<file path="src/rtl/unpack_frame_ctrl_pkg.sv">
`default_nettype none
// ============================================================================
//  Module   : unpack_ctrl_pkg
//  Purpose  : Shared types and constants for the unpacker frame sequencer.
//             Holds the sequencer state type and the default frame sync byte.
//  Revision : 1.0 - initial release
// ============================================================================
package unpack_ctrl_pkg;

  typedef enum logic [1:0] {
    SYNC    = 2'd0,
    PAYLOAD = 2'd1,
    DRAIN   = 2'd2
  } unpack_ctrl_state_e;

  localparam logic [7:0] UNPACK_SYNC_BYTE = 8'hA5;

endpackage
`default_nettype wire

</file>
<file path="src/rtl/unpack_frame_ctrl_if.sv">
`default_nettype none
// ============================================================================
//  Module   : unpack_frame_ctrl_if
//  Purpose  : Byte stream, unpacker pixel snoop and frame tag bundle of the
//             frame sequencer. Signal suffixes are from the sequencer's view.
//  Ports    : slave  - the sequencer (unpack_frame_ctrl)
//             master - the surrounding logic (UART side, unpacker, consumer)
//  Revision : 1.0 - initial release
// ============================================================================
interface unpack_frame_ctrl_if;

  logic [7:0] data_i;       // byte from UART receiver
  logic       valid_i;      // data_i valid
  logic       ready_o;      // byte accepted when valid_i && ready_o
  logic [7:0] packed_o;     // byte to unpacker
  logic       valid_o;      // packed_o valid
  logic       ready_i;      // unpacker ready
  logic       pix_valid_i;  // unpacker output valid (snooped)
  logic       pix_ready_i;  // consumer ready on unpacker output (snooped)
  logic       sof_o;        // current pixel is frame pixel 0
  logic       eol_o;        // current pixel is last in its row
  logic       eof_o;        // current pixel is last in the frame
  logic       busy_o;       // sequencer not hunting for sync
  logic       flush_o;      // one-cycle unpacker flush pulse
  logic       err_o;        // one-cycle abort pulse

  modport slave (
    input  data_i, valid_i, ready_i, pix_valid_i, pix_ready_i,
    output ready_o, packed_o, valid_o, sof_o, eol_o, eof_o,
           busy_o, flush_o, err_o
  );

  modport master (
    output data_i, valid_i, ready_i, pix_valid_i, pix_ready_i,
    input  ready_o, packed_o, valid_o, sof_o, eol_o, eof_o,
           busy_o, flush_o, err_o
  );

endinterface
`default_nettype wire

</file>
<file path="src/rtl/unpack_frame_ctrl_counter_roll.sv">
`default_nettype none
// ============================================================================
//  Module   : counter_roll
//  Purpose  : Rolling up-counter 0..max_val_p with synchronous clear.
//  Ports    : clk_i, reset_i (sync, active-high), clr_i (sync clear),
//             up_i (advance), count_o (current value),
//             wrap_o (combinational: advancing from max_val_p this cycle)
//  Revision : 1.0 - initial release
// ============================================================================
module counter_roll #(
  parameter  int max_val_p = 7,
  localparam int c_w       = $clog2(max_val_p + 1)
) (
  input  wire logic           clk_i,
  input  wire logic           reset_i,
  input  wire logic           clr_i,
  input  wire logic           up_i,
  output logic [c_w-1:0]      count_o,
  output logic                wrap_o
);

  localparam logic [c_w-1:0] c_max = c_w'(max_val_p);

  logic [c_w-1:0] r_count;

  assign count_o = r_count;
  assign wrap_o  = up_i && (r_count == c_max);

  always_ff @(posedge clk_i) begin
    if (reset_i || clr_i) begin
      r_count <= '0;
    end else if (up_i) begin
      r_count <= wrap_o ? '0 : r_count + 1'b1;
    end
  end

endmodule
`default_nettype wire

</file>
<file path="src/rtl/unpack_frame_ctrl.sv">
`default_nettype none
// ============================================================================
//  Module   : unpack_frame_ctrl
//  Purpose  : Frame sequencer in front of the 2-bit pixel unpacker. Hunts for
//             the sync byte, forwards exactly one frame of packed bytes, then
//             blocks the byte stream until the unpacker emits the last pixel.
//             Snoops the pixel handshake to produce sof/eol/eof tags.
//  Ports    : clk_i, reset_i (sync, active-high), bus (unpack_frame_ctrl_if
//             slave modport: byte stream in/out, pixel snoop, tags, status)
//  Options  : UNPACK_CTRL_TIMEOUT_EN - idle watchdog that aborts a frame after
//             timeout_p quiet cycles (err_o/flush_o pulse). Without it
//             err_o/flush_o are tied low and timeout_p is unused.
//  Revision : 1.0 - initial release
// ============================================================================
module unpack_frame_ctrl
  import unpack_ctrl_pkg::*;
#(
  parameter int         width_p     = 160,
  parameter int         height_p    = 120,
  parameter logic [7:0] sync_byte_p = UNPACK_SYNC_BYTE,
  parameter int         timeout_p   = 100000
) (
  input  wire logic            clk_i,
  input  wire logic            reset_i,
  unpack_frame_ctrl_if.slave   bus
);

  localparam int c_bytes = width_p * height_p / 4;
  localparam int c_bcw   = $clog2(c_bytes + 1);
  localparam int c_colw  = $clog2(width_p);
  localparam int c_roww  = $clog2(height_p);

  localparam logic [c_bcw-1:0]  c_last_byte = c_bcw'(c_bytes - 1);
  localparam logic [c_colw-1:0] c_last_col  = c_colw'(width_p - 1);
  localparam logic [c_roww-1:0] c_last_row  = c_roww'(height_p - 1);

  unpack_ctrl_state_e r_state, w_state_nxt;

  logic [c_bcw-1:0]  r_byte_cnt;
  logic [c_roww-1:0] r_row;
  logic [c_colw-1:0] w_col;
  logic              w_col_wrap;
  logic              w_busy;
  logic              w_pix_fire;
  logic              w_pay_fire;
  logic              w_pix_qual;
  logic              w_eof_pos;
  logic              w_start;
  logic              w_abort;
  logic              w_clr;

  assign w_busy     = (r_state != SYNC);
  // Pixels seen while hunting belong to a dead frame and are not counted.
  assign w_pix_fire = w_busy && bus.pix_valid_i && bus.pix_ready_i;
  // Built from inputs, not ready_o, to keep the idle logic out of the
  // combinational next-state path.
  assign w_pay_fire = (r_state == PAYLOAD) && bus.valid_i && bus.ready_i;
  assign w_pix_qual = w_busy && bus.pix_valid_i;
  assign w_eof_pos  = (w_col == c_last_col) && (r_row == c_last_row);
  assign w_clr      = w_start || w_abort;

  // -------------------------------------------------------------- FSM
  always_ff @(posedge clk_i) begin
    if (reset_i) r_state <= SYNC;
    else         r_state <= w_state_nxt;
  end

  always_comb begin
    w_state_nxt = r_state;
    w_start     = 1'b0;
    bus.ready_o = 1'b1;
    bus.valid_o = 1'b0;
    unique case (r_state)
      SYNC: begin
        // Every byte is accepted and dropped; the sync byte itself is consumed.
        if (bus.valid_i && (bus.data_i == sync_byte_p)) begin
          w_state_nxt = PAYLOAD;
          w_start     = 1'b1;
        end
      end
      PAYLOAD: begin
        bus.ready_o = bus.ready_i;
        bus.valid_o = bus.valid_i;
        if (w_pay_fire && (r_byte_cnt == c_last_byte)) w_state_nxt = DRAIN;
      end
      DRAIN: begin
        bus.ready_o = 1'b0;
        if (w_pix_fire && w_eof_pos) w_state_nxt = SYNC;
      end
      default: w_state_nxt = SYNC;
    endcase
    if (w_abort) w_state_nxt = SYNC;
  end

  assign bus.packed_o = bus.data_i;
  assign bus.busy_o   = w_busy;
  assign bus.sof_o    = w_pix_qual && (r_row == '0) && (w_col == '0);
  assign bus.eol_o    = w_pix_qual && (w_col == c_last_col);
  assign bus.eof_o    = w_pix_qual && w_eof_pos;

  // --------------------------------------------------------- counters
  always_ff @(posedge clk_i) begin
    if (reset_i || w_clr) begin
      r_byte_cnt <= '0;
      r_row      <= '0;
    end else begin
      if (w_pay_fire) r_byte_cnt <= r_byte_cnt + 1'b1;
      if (w_col_wrap) r_row <= (r_row == c_last_row) ? '0 : r_row + 1'b1;
    end
  end

  counter_roll #(
    .max_val_p (width_p - 1)
  ) u_col (
    .clk_i   (clk_i),
    .reset_i (reset_i),
    .clr_i   (w_clr),
    .up_i    (w_pix_fire),
    .count_o (w_col),
    .wrap_o  (w_col_wrap)
  );

  // ------------------------------------------------------ idle watchdog
`ifdef UNPACK_CTRL_TIMEOUT_EN
  localparam int c_idw = (timeout_p > 1) ? $clog2(timeout_p) : 1;
  localparam logic [c_idw-1:0] c_idle_last = c_idw'(timeout_p - 1);

  logic [c_idw-1:0] r_idle;
  logic             w_activity;

  assign w_activity = w_pay_fire || w_pix_fire;
  // Abort on the cycle the count would pass timeout_p-1 with no activity.
  assign w_abort    = w_busy && !w_activity && (r_idle == c_idle_last);

  always_ff @(posedge clk_i) begin
    if (reset_i || !w_busy || w_activity || w_abort) r_idle <= '0;
    else                                             r_idle <= r_idle + 1'b1;
  end
`else
  logic w_unused_timeout;
  assign w_unused_timeout = (timeout_p == 0);
  assign w_abort          = 1'b0;
`endif

  assign bus.err_o   = w_abort;
  assign bus.flush_o = w_abort;

endmodule
`default_nettype wire

</file>
<file path="src/flat_wrapper.sv">
// flat-port wrapper written by rule: the top's interface ports become plain ports
module unpack_frame_ctrl_flat import unpack_ctrl_pkg::*;
#(
  parameter int         width_p     = 160,
  parameter int         height_p    = 120,
  parameter logic [7:0] sync_byte_p = UNPACK_SYNC_BYTE,
  parameter int         timeout_p   = 100000
)
  (clk_i, reset_i, bus_data_i, bus_valid_i, bus_ready_i, bus_pix_valid_i, bus_pix_ready_i, bus_ready_o, bus_packed_o, bus_valid_o, bus_sof_o, bus_eol_o, bus_eof_o, bus_busy_o, bus_flush_o, bus_err_o);
  unpack_frame_ctrl_if bus_i ();
  input  wire logic clk_i;
  input  wire logic reset_i;
  input wire logic [$bits(bus_i.data_i)-1:0] bus_data_i;
  input wire logic [$bits(bus_i.valid_i)-1:0] bus_valid_i;
  input wire logic [$bits(bus_i.ready_i)-1:0] bus_ready_i;
  input wire logic [$bits(bus_i.pix_valid_i)-1:0] bus_pix_valid_i;
  input wire logic [$bits(bus_i.pix_ready_i)-1:0] bus_pix_ready_i;
  output wire logic [$bits(bus_i.ready_o)-1:0] bus_ready_o;
  output wire logic [$bits(bus_i.packed_o)-1:0] bus_packed_o;
  output wire logic [$bits(bus_i.valid_o)-1:0] bus_valid_o;
  output wire logic [$bits(bus_i.sof_o)-1:0] bus_sof_o;
  output wire logic [$bits(bus_i.eol_o)-1:0] bus_eol_o;
  output wire logic [$bits(bus_i.eof_o)-1:0] bus_eof_o;
  output wire logic [$bits(bus_i.busy_o)-1:0] bus_busy_o;
  output wire logic [$bits(bus_i.flush_o)-1:0] bus_flush_o;
  output wire logic [$bits(bus_i.err_o)-1:0] bus_err_o;
  assign bus_i.data_i = bus_data_i;
  assign bus_i.valid_i = bus_valid_i;
  assign bus_i.ready_i = bus_ready_i;
  assign bus_i.pix_valid_i = bus_pix_valid_i;
  assign bus_i.pix_ready_i = bus_pix_ready_i;
  assign bus_ready_o = bus_i.ready_o;
  assign bus_packed_o = bus_i.packed_o;
  assign bus_valid_o = bus_i.valid_o;
  assign bus_sof_o = bus_i.sof_o;
  assign bus_eol_o = bus_i.eol_o;
  assign bus_eof_o = bus_i.eof_o;
  assign bus_busy_o = bus_i.busy_o;
  assign bus_flush_o = bus_i.flush_o;
  assign bus_err_o = bus_i.err_o;
  unpack_frame_ctrl #(.width_p(width_p), .height_p(height_p), .sync_byte_p(sync_byte_p), .timeout_p(timeout_p)) u_core (.clk_i(clk_i), .reset_i(reset_i), .bus(bus_i));
endmodule
</file>
<file path="config.mk">
export PLATFORM = sky130hd
export DESIGN_NAME = unpack_frame_ctrl_flat
export DESIGN_NICKNAME = d
export VERILOG_FILES = /design/src/rtl/unpack_frame_ctrl_pkg.sv /design/src/rtl/unpack_frame_ctrl_if.sv /design/src/rtl/unpack_frame_ctrl_counter_roll.sv /design/src/rtl/unpack_frame_ctrl.sv /design/src/flat_wrapper.sv
export SDC_FILE = /design/constraint.sdc
export NUM_CORES = 1
export LEC_CHECK = 0
export CORE_AREA = 2 2 64 66
export CTS_CLUSTER_DIAMETER = 150
export DETAILED_ROUTE_END_ITERATION = 10
export DIE_AREA = 0 0 66 68
export GPL_TIMING_DRIVEN = 0
export PLACE_DENSITY = 0.69
export SYNTH_ARGS = -nofsm -noshare
export SYNTH_HDL_FRONTEND = slang
export SYNTH_SLANG_ARGS = --single-unit
</file>
<file path="constraint.sdc">
create_clock -name clk_i -period 1.8 [get_ports clk_i]
set_clock_uncertainty 0.2 [all_clocks]
set_input_delay 0.18 -clock clk_i [delete_from_list [all_inputs] [get_ports clk_i]]
set_output_delay 0.18 -clock clk_i [all_outputs]
set_load 0.05 [all_outputs]
</file>
==> impl_metrics.env, run 1 <==
export IMPL_ys_ff_latch=30
export IMPL_synth_area_mm2=0.001652
export IMPL_final_cell_count_no_fill=301
export IMPL_setup_viol=3
export IMPL_drtIter0Drc=75
export IMPL_vias=1626
export IMPL_synth_top_family_by_area="simple AND/OR/NAND/NOR gates"
export IMPL_finalMaxSlewViolations=0
export IMPL_relSlewSlack_pct=59.18
export IMPL_muxShareOfSynthArea_pct=0.6061
export IMPL_synth_adder_area_share_pct=3.788
export IMPL_ys_top_cells_by_count="dfxtp_1 (30), nor2_1 (29), xnor2_1 (16)"
export IMPL_tightest_slew_ns=0.6096
export IMPL_drive_gt1_share_pct=35.86
export IMPL_grt_overflow=0
export IMPL_first_pass_iters=5
export IMPL_routed_wl_um=4594
export IMPL_clk_path_buf_depth=2
export IMPL_place_gp_congestion=0.8147
export IMPL_finalCriticalPeriod_ns=2.336
export IMPL_num_rows=23
export IMPL_postRouteAntennaNets=0
export IMPL_crit_fanout=4
export IMPL_crit_required_ns=1.42
export IMPL_n_antenna_cell=0
export IMPL_synth_warnings=0
export IMPL_arrival_ns=1.96
export IMPL_total_power_w=0.001326
export IMPL_synth_edf_count=0
export IMPL_finalWorstSetupSlack_ns=-0.5362
export IMPL_clock_latency_ns=0.28
export IMPL_yosysSeqAreaShare_pct=36.36
export IMPL_grt_pass1_wl_um=7024
export IMPL_min_path_cells=2
export IMPL_coreArea_mm2=0.003856
export IMPL_synth_xor_area_share_pct=10.61
export IMPL_rsz0062_at_grt="true"
export IMPL_outcome="finished with violations"
export IMPL_remaining_drc_errors=0
export IMPL_nNetsFinal=270
export IMPL_maxCapViolations=0
export IMPL_ctsHoldBuffers=0
export IMPL_yosysMostFrequentCell="dfxtp_1"
export IMPL_synth_area_top_cells="dfxtp_1 (36%), xnor2_1 (8.5%), nor2_1 (6.6%), buf_4 (4.5%), nand3_1 (4.5%)"
export IMPL_crit_path_start_kind="register"
export IMPL_syn_inst=199
export IMPL_synth_cell_types=39
export IMPL_synth_compound_area_share_pct=5.985
export IMPL_p_leak_nw=0.9039
export IMPL_clk_pin_slew_ns=0.06
export IMPL_violations="negative setup slack"
export IMPL_period_share_pct=129.8
export IMPL_start_util_pct=42.83
export IMPL_fmax_mhz=428.0
export IMPL_cp_slowest_cell="or4_4"
export IMPL_syn_avg_cell_area_um2=8.299
export IMPL_cpPeakStageDelay_ns=0.52
export IMPL_cts_max_level=2
export IMPL_numCtsBuffers=5
export IMPL_synthArstFlopShare_pct=0
export IMPL_avgRoutedWirePerCell_um=15.26
export IMPL_reg2regPathDepth=5
export IMPL_root_buffer="clkbuf_8"
export IMPL_cts_tree="built"
export IMPL_dieArea_mm2=0.004488
export IMPL_synth_flop_cell="dfxtp_1"
export IMPL_vias_per_cell=5.402
export IMPL_clock_sinks=30
export IMPL_antenna_found_initial=0
export IMPL_grt_pass1_vias=1517
export IMPL_place_inst=277
export IMPL_crit_top_cell="or4_4"
export IMPL_synth_simple_gate_area_share_pct=34.24
export IMPL_dieHeight_um=68
export IMPL_hp_class="reg -> reg"
export IMPL_irDropWorstVdd_uv=426.7
export IMPL_io_pins=30
export IMPL_power_density_mw_per_mm2=537.7
export IMPL_grt_util_all_layers_pct=20.73
export IMPL_crit_chain="or4_4 > or4_4 > nor4_4 > buf_6"
export IMPL_hold_viol=0
export IMPL_crit_type="reg -> out"
export IMPL_synth_top_cell_by_area="dfxtp_1"
export IMPL_port_buffers=27
export IMPL_cp_end_kind="primary output"
export IMPL_hpwl_um=2725
export IMPL_synth_top_cell_area_share_pct=36.36
export IMPL_area_delta_synth_final_pct=49.32
export IMPL_grt_max_degree=11
export IMPL_die_w_um=66
==> per-layer routing <==
metal	GRT usage, %	up-vias	part of all wire [%]
met1	24.04	792	43
met4	7.653	0	1.6
met5	0	-	0
li1	-	793	-
met2	38.01	31	53
met3	3.947	10	2.7
==> worst max-delay path: cells and delay by family (launching register included) <==
family	cells	cell delay, ns
AND/OR/NAND/NOR	3	1.12
flip-flops	1	0.36
buffers and inverters	1	0.19
==> placed cells by master (no fill, tap or decap), drive strengths merged, types with 6 or more instances in the layout <==
cell / count
nor2: 29
buf: 36
xnor2: 16
inv: 8
nand4: 6
nor3: 7
nand2: 15
clkbuf: 10
dfxtp: 30
nor4: 9
clkdlybuf4s50: 13
nand3: 15
a21oi: 10
==> metrics by stage <==
step | hold WS (ns) | setup WS (ns) | TNS, ns | utilization [%] | cell area [um^2]
after detailed placement | 0.2755 | -0.8849 | -19.58 | 52.79 | 2036
after floorplan | 0.04907 | -0.3679 | -0.6711 | - | 1703
after CTS | 0.2954 | -0.5132 | -1.579 | 62.33 | 2404
after global placement | 0.2775 | -0.8971 | -19.57 | 52.79 | 2036
final | 0.2992 | -0.5362 | -0.8529 | 63.95 | 2466
after global routing | 0.3248 | -0.5861 | -1.066 | 63.95 | 2466
==> area by class of cell <==
cell class	instances	area, um^2
buffer	12	101.3
clock buffer	7	76.32
fill	325	1390
inverter	8	30.03
multi-input combinational	148	1146
sequential	30	614.3
tap	50	62.56
timing repair buffer	46	435.4
==> final timing paths <==
kind,slack (ns),end,startpoint
min reg2reg,0.30,u_core.r_row[0],u_core.r_row[0]
max reg2reg,0.01,u_core.r_row[5],u_core.r_state[0]
max,-0.54,bus_sof_o,u_core.r_row[5]
min,0.30,u_core.r_row[0],u_core.r_row[0]
==> sequential cells by signal, indices dropped and copies added, names as in the netlist <==
register              cells
u_core.r_byte_cnt        13
u_core.u_col.count_o      8
u_core.r_row              7
u_core.r_state            2
==> logic make-up after synthesis <==
kind of cell,after synthesis
XOR/XNOR,20
multiplexers,1
AND/OR/NAND/NOR,103
flip-flops,30
AO/OA/AOI/OAI,17
adder cells (fa/ha/maj),5
other,1
buffers and inverters,22
==> timing repair <==
action,in CTS,in global routing
endpoints found under the setup margin,43,35
pin swaps,11,9
gates resized for setup,79,29
gates cloned,2,0
setup buffers,15,9
==> power by group <==
group	internal [W]	switching [W]	total, W	leakage, nW
registers	0.000661	0.0000000706	0.000661	0.246
logic	0.0000713	0.0000833	0.000155	0.620
clock network	0.000266	0.000245	0.000510	0.0383
(Power assumes the default switching activity.)
==> run 2: changes to the inputs <==
CTS_BUF_LIST = sky130_fd_sc_hd__clkbuf_8   (was default)
==> run 2 against run 1 <==
Net effect:
- the run still ends with negative setup slack left
- sequential share of layout area hardly changed
- final cell count is 0.66% lower
- register-to-register slack improved by 0.02 ns
- first-iteration DRC count is 21% lower
- critical path depth unchanged
- largest cell class unchanged
- hold slack worse by 0.00073 ns
- clock power decreased by 4%
- fmax up 1.1%
- via count fell by 2.2%
- combinational power rose by 5%
- non-clock buffer count down 2
- setup slack improved by 0.025 ns
==> impl_metrics.env, run 2 (same netlist as run 1, synthesis figures left out) <==
export IMPL_critPathTopFamily="simple AND/OR/NAND/NOR gates"
export IMPL_clock_latency_ns=0.28
export IMPL_cpPeakStageDelay_ns=0.51
export IMPL_rsz0062_at_grt="true"
export IMPL_place_gp_congestion=0.8147
export IMPL_switching_power_w=0.0003224
export IMPL_coreArea_mm2=0.003856
export IMPL_placed_cell_area_mm2=0.002036
export IMPL_design_area_mm2=0.002485
export IMPL_clock_sinks=30
export IMPL_hold_viol=0
export IMPL_largest_reg_flops=13
export IMPL_cts_tree="built"
export IMPL_grt_overflow=0
export IMPL_area_delta_synth_final_pct=50.45
export IMPL_vias=1590
export IMPL_place_inst=277
export IMPL_crit_start="u_core.u_col.count_o[7]"
export IMPL_cts_max_level=2
export IMPL_power_density_mw_per_mm2=528.8
export IMPL_grt_max_degree=11
export IMPL_crit_type="reg -> out"
export IMPL_p_seq_share_pct=50.2
export IMPL_irDropWorstVdd_uv=375.5
export IMPL_hpwl_um=2725
export IMPL_n_antenna_cell=0
export IMPL_reg2reg_from="u_core.r_byte_cnt[0]"
export IMPL_final_cell_count_no_fill=299
export IMPL_postRouteAntennaNets=0
export IMPL_cp_end_kind="primary output"
export IMPL_drtIter0Drc=59
export IMPL_violations="negative setup slack"
export IMPL_routed_wl_um=4302
export IMPL_switching_share_pct=24.53
export IMPL_dieHeight_um=68
export IMPL_worstHoldStart="u_core.r_row[0]"
export IMPL_fmax_mhz=432.7
export IMPL_first_pass_iters=4
export IMPL_finalMaxSlewViolations=0
export IMPL_num_rows=23
export IMPL_finalWorstSetupSlack_ns=-0.5111
export IMPL_io_pins=30
export IMPL_place_ws_ns=-0.8849
export IMPL_setup_viol=3
export IMPL_outcome="finished with violations"
export IMPL_numCtsBuffers=5
export IMPL_crit_fanout=4
export IMPL_p_leak_nw=0.9164
export IMPL_cell_internal_pwr_w=0.0009916
export IMPL_regMostFlops="u_core.r_byte_cnt"
export IMPL_grt_pass1_wl_um=6644
export IMPL_dieArea_mm2=0.004488
export IMPL_port_buffers=27
export IMPL_nNetsFinal=268
export IMPL_grt_pass1_vias=1464
export IMPL_avgRoutedWirePerCell_um=14.39
export IMPL_fillCellCount=315
export IMPL_maxCapViolations=0
export IMPL_relSlewSlack_pct=59.37
export IMPL_layout_commonest_cell="nor2_1"
export IMPL_clk_pin_slew_ns=0.06
export IMPL_period_share_pct=128.4
export IMPL_cp_slowest_cell="or4_1"
export IMPL_grt_util_all_layers_pct=19.58
export IMPL_arrival_ns=1.93
export IMPL_crit_buf_inv=1
export IMPL_tightest_slew_ns=0.6068
export IMPL_layout_common_cells="nor2_1 (23), dfxtp_1 (22), buf_4 (19)"
export IMPL_root_buffer="clkbuf_8"
export IMPL_multi_input_area_mm2=0.001161
export IMPL_p_comb_share_pct=12.4
export IMPL_die_w_um=66
export IMPL_vias_per_cell=5.318
export IMPL_clk_path_buf_depth=2
export IMPL_finalCriticalPeriod_ns=2.311
export IMPL_crit_required_ns=1.42
export IMPL_remaining_drc_errors=0
export IMPL_power_clock_fraction_pct=37.4
export IMPL_antenna_found_initial=0
export IMPL_crit_chain="or4_1 > or4_4 > nor4_4 > buf_6"
export IMPL_seq_area_um2=618.1
export IMPL_total_power_w=0.001314
export IMPL_drive_gt1_share_pct=37.35
export IMPL_hp_class="reg -> reg"
export IMPL_crit_path_start_kind="register"
export IMPL_start_util_pct=42.83
==> run 2: changes by cell type in the layout (fill, tap and decap cells not counted), moves of 2 or more <==
cell	previous run	this run
nor2_1	27	23
buf_6	6	10
inv_1	8	10
nor2_2	2	6
buf_4	25	19
clkbuf_1	2	0
==> run 2: repair_timing <==
item | CTS | global route
gates cloned | 2 | 0
gates resized for setup | 77 | 34
buffers inserted | 10 | 7
hold buffers | 0 | 0
pin swaps | 7 | 6
endpoints found under the setup margin | 43 | 34
==> run 2: final cells by class <==
class	instances	area share (%)
multi-input combinational	148	46.73
clock inverter	2	0.3021
buffer	13	4.532
timing repair buffer	43	17.07
inverter	8	1.208
tap	50	2.518
clock buffer	5	2.769
sequential	30	24.87
==> run 2: stage by stage <==
| stage | util (%) | hold slack, ns | setup TNS [ns] |
|---|---|---|---|
| 6_report | 64.44 | 0.2984 | -0.7132 |
| 5_1_grt | 64.44 | 0.3282 | -1.063 |
| 4_1_cts | 60.64 | 0.2949 | -1.192 |
| 3_5_place_dp | 52.79 | 0.2755 | -19.58 |
| 3_3_place_gp | 52.79 | 0.2775 | -19.57 |
| 2_1_floorplan | - | 0.04907 | -0.6711 |
==> run 2: metal layers <==
layer,vias to the layer above,part of all wire (%),global-route usage [%]
met2,25,53,34.47
met1,769,42,23.36
met5,-,0,0
li1,785,-,-
met4,0,1.9,7.653
met3,11,3.0,4.276
==> run 2: tightest hold or removal path: cells and delay by family, from the launching register on <==
kind / cells / cell delay [ns]
AND/OR/NAND/NOR: 1 / 0.07
AO/OA/AOI/OAI: 1 / 0.04
flip-flops: 1 / 0.35
==> run 2: path summary, 6_finish.rpt <==
| path | to | slack (ns) | cells past startpoint |
|---|---|---|---|
| max | bus_sof_o | -0.51 | 4 |
| min | u_core.r_row[0] | 0.30 | 2 |
| max reg2reg | u_core.r_state[0] | 0.03 | 5 |
| min reg2reg | u_core.r_row[0] | 0.30 | 2 |
==> run 2: power groups by stage <==
stage                     registers [W]   logic, W  clock network (W)
after floorplan                0.000679  0.0000796                  0
after global placement         0.000679   0.000136                  0
after detailed placement       0.000679   0.000136                  0
after CTS                      0.000661   0.000151           0.000505
after global routing           0.000659   0.000171           0.000535
final                          0.000660   0.000163           0.000492
==> run 3: changes to the inputs <==
CORE_AREA = 2 2 66 68   (was 2 2 64 66)
DIE_AREA = 0 0 68 70   (was 0 0 66 68)
PLACE_DENSITY = 0.68   (was 0.69)
SYNTH_HIERARCHICAL = 1   (was default)
==> run 3 against run 2 <==
Net effect:
- the flow still finishes with violations (negative setup slack)
- total power grew 3.5%
- die area rose by 6.1%
- design area grew 8.2%
- area after synthesis grew 5.7%
- flip-flop and latch count stayed put
- utilization increased by 0.45 points
- register-to-register slack lost 0.12 ns
- synthesized cell count grew 2.0%
- sequential share of layout area shrank 0.86 points
- via count is 3.9% higher
- highest routed layer unchanged
==> impl_metrics.env, run 3 <==
export IMPL_period_share_pct=112.0
export IMPL_nNetsFinal=282
export IMPL_yosysMostFrequentCell="dfxtp_1"
export IMPL_hp_class="in -> reg"
export IMPL_remaining_drc_errors=0
export IMPL_reg2reg_from="u_core/r_row[1]"
export IMPL_io_pins=30
export IMPL_layout_common_cells="buf_4 (29), nor2_1 (19), nand2_1 (18)"
export IMPL_timing_hold_ws_ns=0.2878
export IMPL_num_rows=24
export IMPL_grt_overflow=0
export IMPL_dieArea_mm2=0.004760
export IMPL_synth_cell_types=52
export IMPL_ys_ff_latch=30
export IMPL_worstHoldStart="bus_pix_valid_i"
export IMPL_maxCapViolations=0
export IMPL_port_buffers=27
export IMPL_finalWorstSetupSlack_ns=-0.2161
export IMPL_clk_pin_slew_ns=0.06
export IMPL_crit_start="u_core/u_col/count_o[4]"
export IMPL_irDropWorstVdd_uv=365.9
export IMPL_dieHeight_um=70
export IMPL_area_delta_synth_final_pct=54.05
export IMPL_outcome="finished with violations"
export IMPL_yosysSeqAreaShare_pct=34.41
export IMPL_design_area_mm2=0.002689
export IMPL_synth_area_mm2=0.001745
export IMPL_placed_cell_area_mm2=0.002176
export IMPL_clock_latency_ns=0.28
export IMPL_coreArea_mm2=0.004144
export IMPL_root_buffer="clkbuf_8"
export IMPL_finalCriticalPeriod_ns=2.016
export IMPL_synth_top_cell_area_share_pct=34.41
export IMPL_crit_type="reg -> out"
export IMPL_vias=1652
export IMPL_numCtsBuffers=5
export IMPL_crit_fanout=5
export IMPL_syn_avg_cell_area_um2=8.598
export IMPL_place_gp_congestion=0.7785
export IMPL_synth_area_top_cells="dfxtp_1 (34%), xnor2_1 (6.0%), nor2_1 (4.5%), buf_4 (4.3%), nand2_1 (4.1%)"
export IMPL_ys_top_cells_by_count="dfxtp_1 (30), nor2_1 (21), nand2_1 (19)"
export IMPL_arrival_ns=1.64
export IMPL_hold_viol=0
export IMPL_routed_wl_um=4662
export IMPL_cts_max_level=2
export IMPL_p_leak_nw=1.048
export IMPL_layout_commonest_cell="buf_4"
export IMPL_cts_tree="built"
export IMPL_grt_pass1_wl_um=7210
export IMPL_postRouteAntennaNets=0
export IMPL_synth_flop_cell="dfxtp_1"
export IMPL_rsz0062_at_grt="true"
export IMPL_synth_edf_count=0
export IMPL_cp_end_kind="primary output"
export IMPL_fillCellCount=352
export IMPL_synth_warnings=6
export IMPL_drtIter0Drc=62
export IMPL_hpwl_um=2782
export IMPL_grt_pass1_vias=1558
export IMPL_n_antenna_cell=0
export IMPL_clk_path_buf_depth=2
export IMPL_grt_max_degree=11
export IMPL_syn_inst=203
export IMPL_grt_util_all_layers_pct=19.83
export IMPL_relSlewSlack_pct=66.22
export IMPL_crit_required_ns=1.42
export IMPL_antenna_found_initial=0
export IMPL_crit_path_start_kind="register"
export IMPL_tightest_slew_ns=0.5087
export IMPL_ctsHoldBuffers=0
export IMPL_synth_top_cell_by_area="dfxtp_1"
export IMPL_fmax_mhz=496.0
export IMPL_finalMaxSlewViolations=0
export IMPL_synthArstFlopShare_pct=0
export IMPL_clock_sinks=30
export IMPL_avgRoutedWirePerCell_um=14.71
export IMPL_die_w_um=68
export IMPL_first_pass_iters=4
export IMPL_power_density_mw_per_mm2=505.9
export IMPL_largest_reg_flops=13
export IMPL_start_util_pct=42.12
export IMPL_violations="negative setup slack"
export IMPL_setup_viol=5
export IMPL_vias_per_cell=5.211
export IMPL_regMostFlops="u_core/r_byte_cnt"
export IMPL_drive_gt1_share_pct=41.89
-- run 3: cell types whose count changed in the layout (fill, tap and decap cells not counted), sizes merged, moves of 3 or more --
| cell | delta |
|---|---|
| nor3b | +3 |
| buf | +11 |
| dlygate4sd2 | +3 |
| inv | -3 |
| or2 | +3 |
| nand3 | -6 |
| nand4 | +3 |
| nand2 | +4 |
| xnor2 | -4 |
| nor2 | -6 |
| or4 | -3 |
-- run 3: critical path: stages, from the launching register on --
cell and delay (ns):
dfxtp_4 0.40, nand4_1 0.10, or4_4 0.48, nor3_4 0.20, buf_6 0.18
-- run 3: metal layers --
metal,vias to the layer above,routed length (um),global-route usage [%],part of all wire [%]
met5,-,0,0,0
met4,0,88,6.000,1.9
met3,8,112,5.314,2.4
met2,20,2428,34.52,52
met1,790,2032,23.06,44
li1,834,-,-,-
-- run 3: worst paths after layout --
check | endpoint | slack, ns | cells after the start
setup / recovery | bus_eof_o | -0.22 | 4
hold / removal | u_core/r_state[1] | 0.29 | 5
setup reg to reg | u_core/r_row[5] | -0.09 | 7
hold reg to reg | u_core/r_byte_cnt[1] | 0.29 | 2
-- run 3: cells by family (layout without fill, tap and decap cells) --
kind of cell	Yosys count	in the layout	synth area share (%)
simple gates	104	104	34.91
flops	30	30	34.41
buf+inv	23	84	8.459
compound gates	22	22	9.390
xor+xnor	16	16	8.028
fa+ha+maj	4	4	2.867
mux	3	3	1.720
other cells	1	2	0.2148
-- run 3: layout make-up --
type                            count  area [um^2]  share of cell area [%]
Multi-Input combinational cell    151         1242                   46.21
Sequential cell                    30        645.6                   24.01
Timing Repair Buffer               55        481.7                   17.92
Buffer                             14        127.6                   4.746
Clock buffer                        6        82.58                   3.071
Tap cell                           52        65.06                   2.420
Inverter                            7        31.28                   1.163
Clock inverter                      2        12.51                  0.4653
-- run 3: metrics by stage --
stage,cells,utilization [%],worst slack (ns),setup TNS [ns],total power [W]
floorplan,204,-,-0.04243,-0.06807,0.0007678
global placement,283,52.51,-0.6719,-8.405,0.0008256
detailed placement,283,52.51,-0.6662,-8.725,0.0008258
CTS,304,57.67,-0.1904,-0.5905,0.001383
global route,317,64.89,-0.2706,-1.351,0.001411
finish,317,64.89,-0.2161,-0.6456,0.001360
-- run 3: report_power, final --
part / total, W / switching [W] / internal [W]
Sequential: 0.000653 / 0.00000381 / 0.000649
Combinational: 0.000141 / 0.0000783 / 0.0000623
Clock: 0.000567 / 0.000260 / 0.000307
Total: 0.00136 / 0.000342 / 0.00102
-- run 3: repair_timing --
action | CTS | global route
cloned | 0 | 0
buffers inserted | 13 | 15
pin swaps | 5 | 19
endpoints found under the setup margin | 18 | 36
gates resized for setup | 45 | 49
endpoints found under the hold margin | 0 | 0
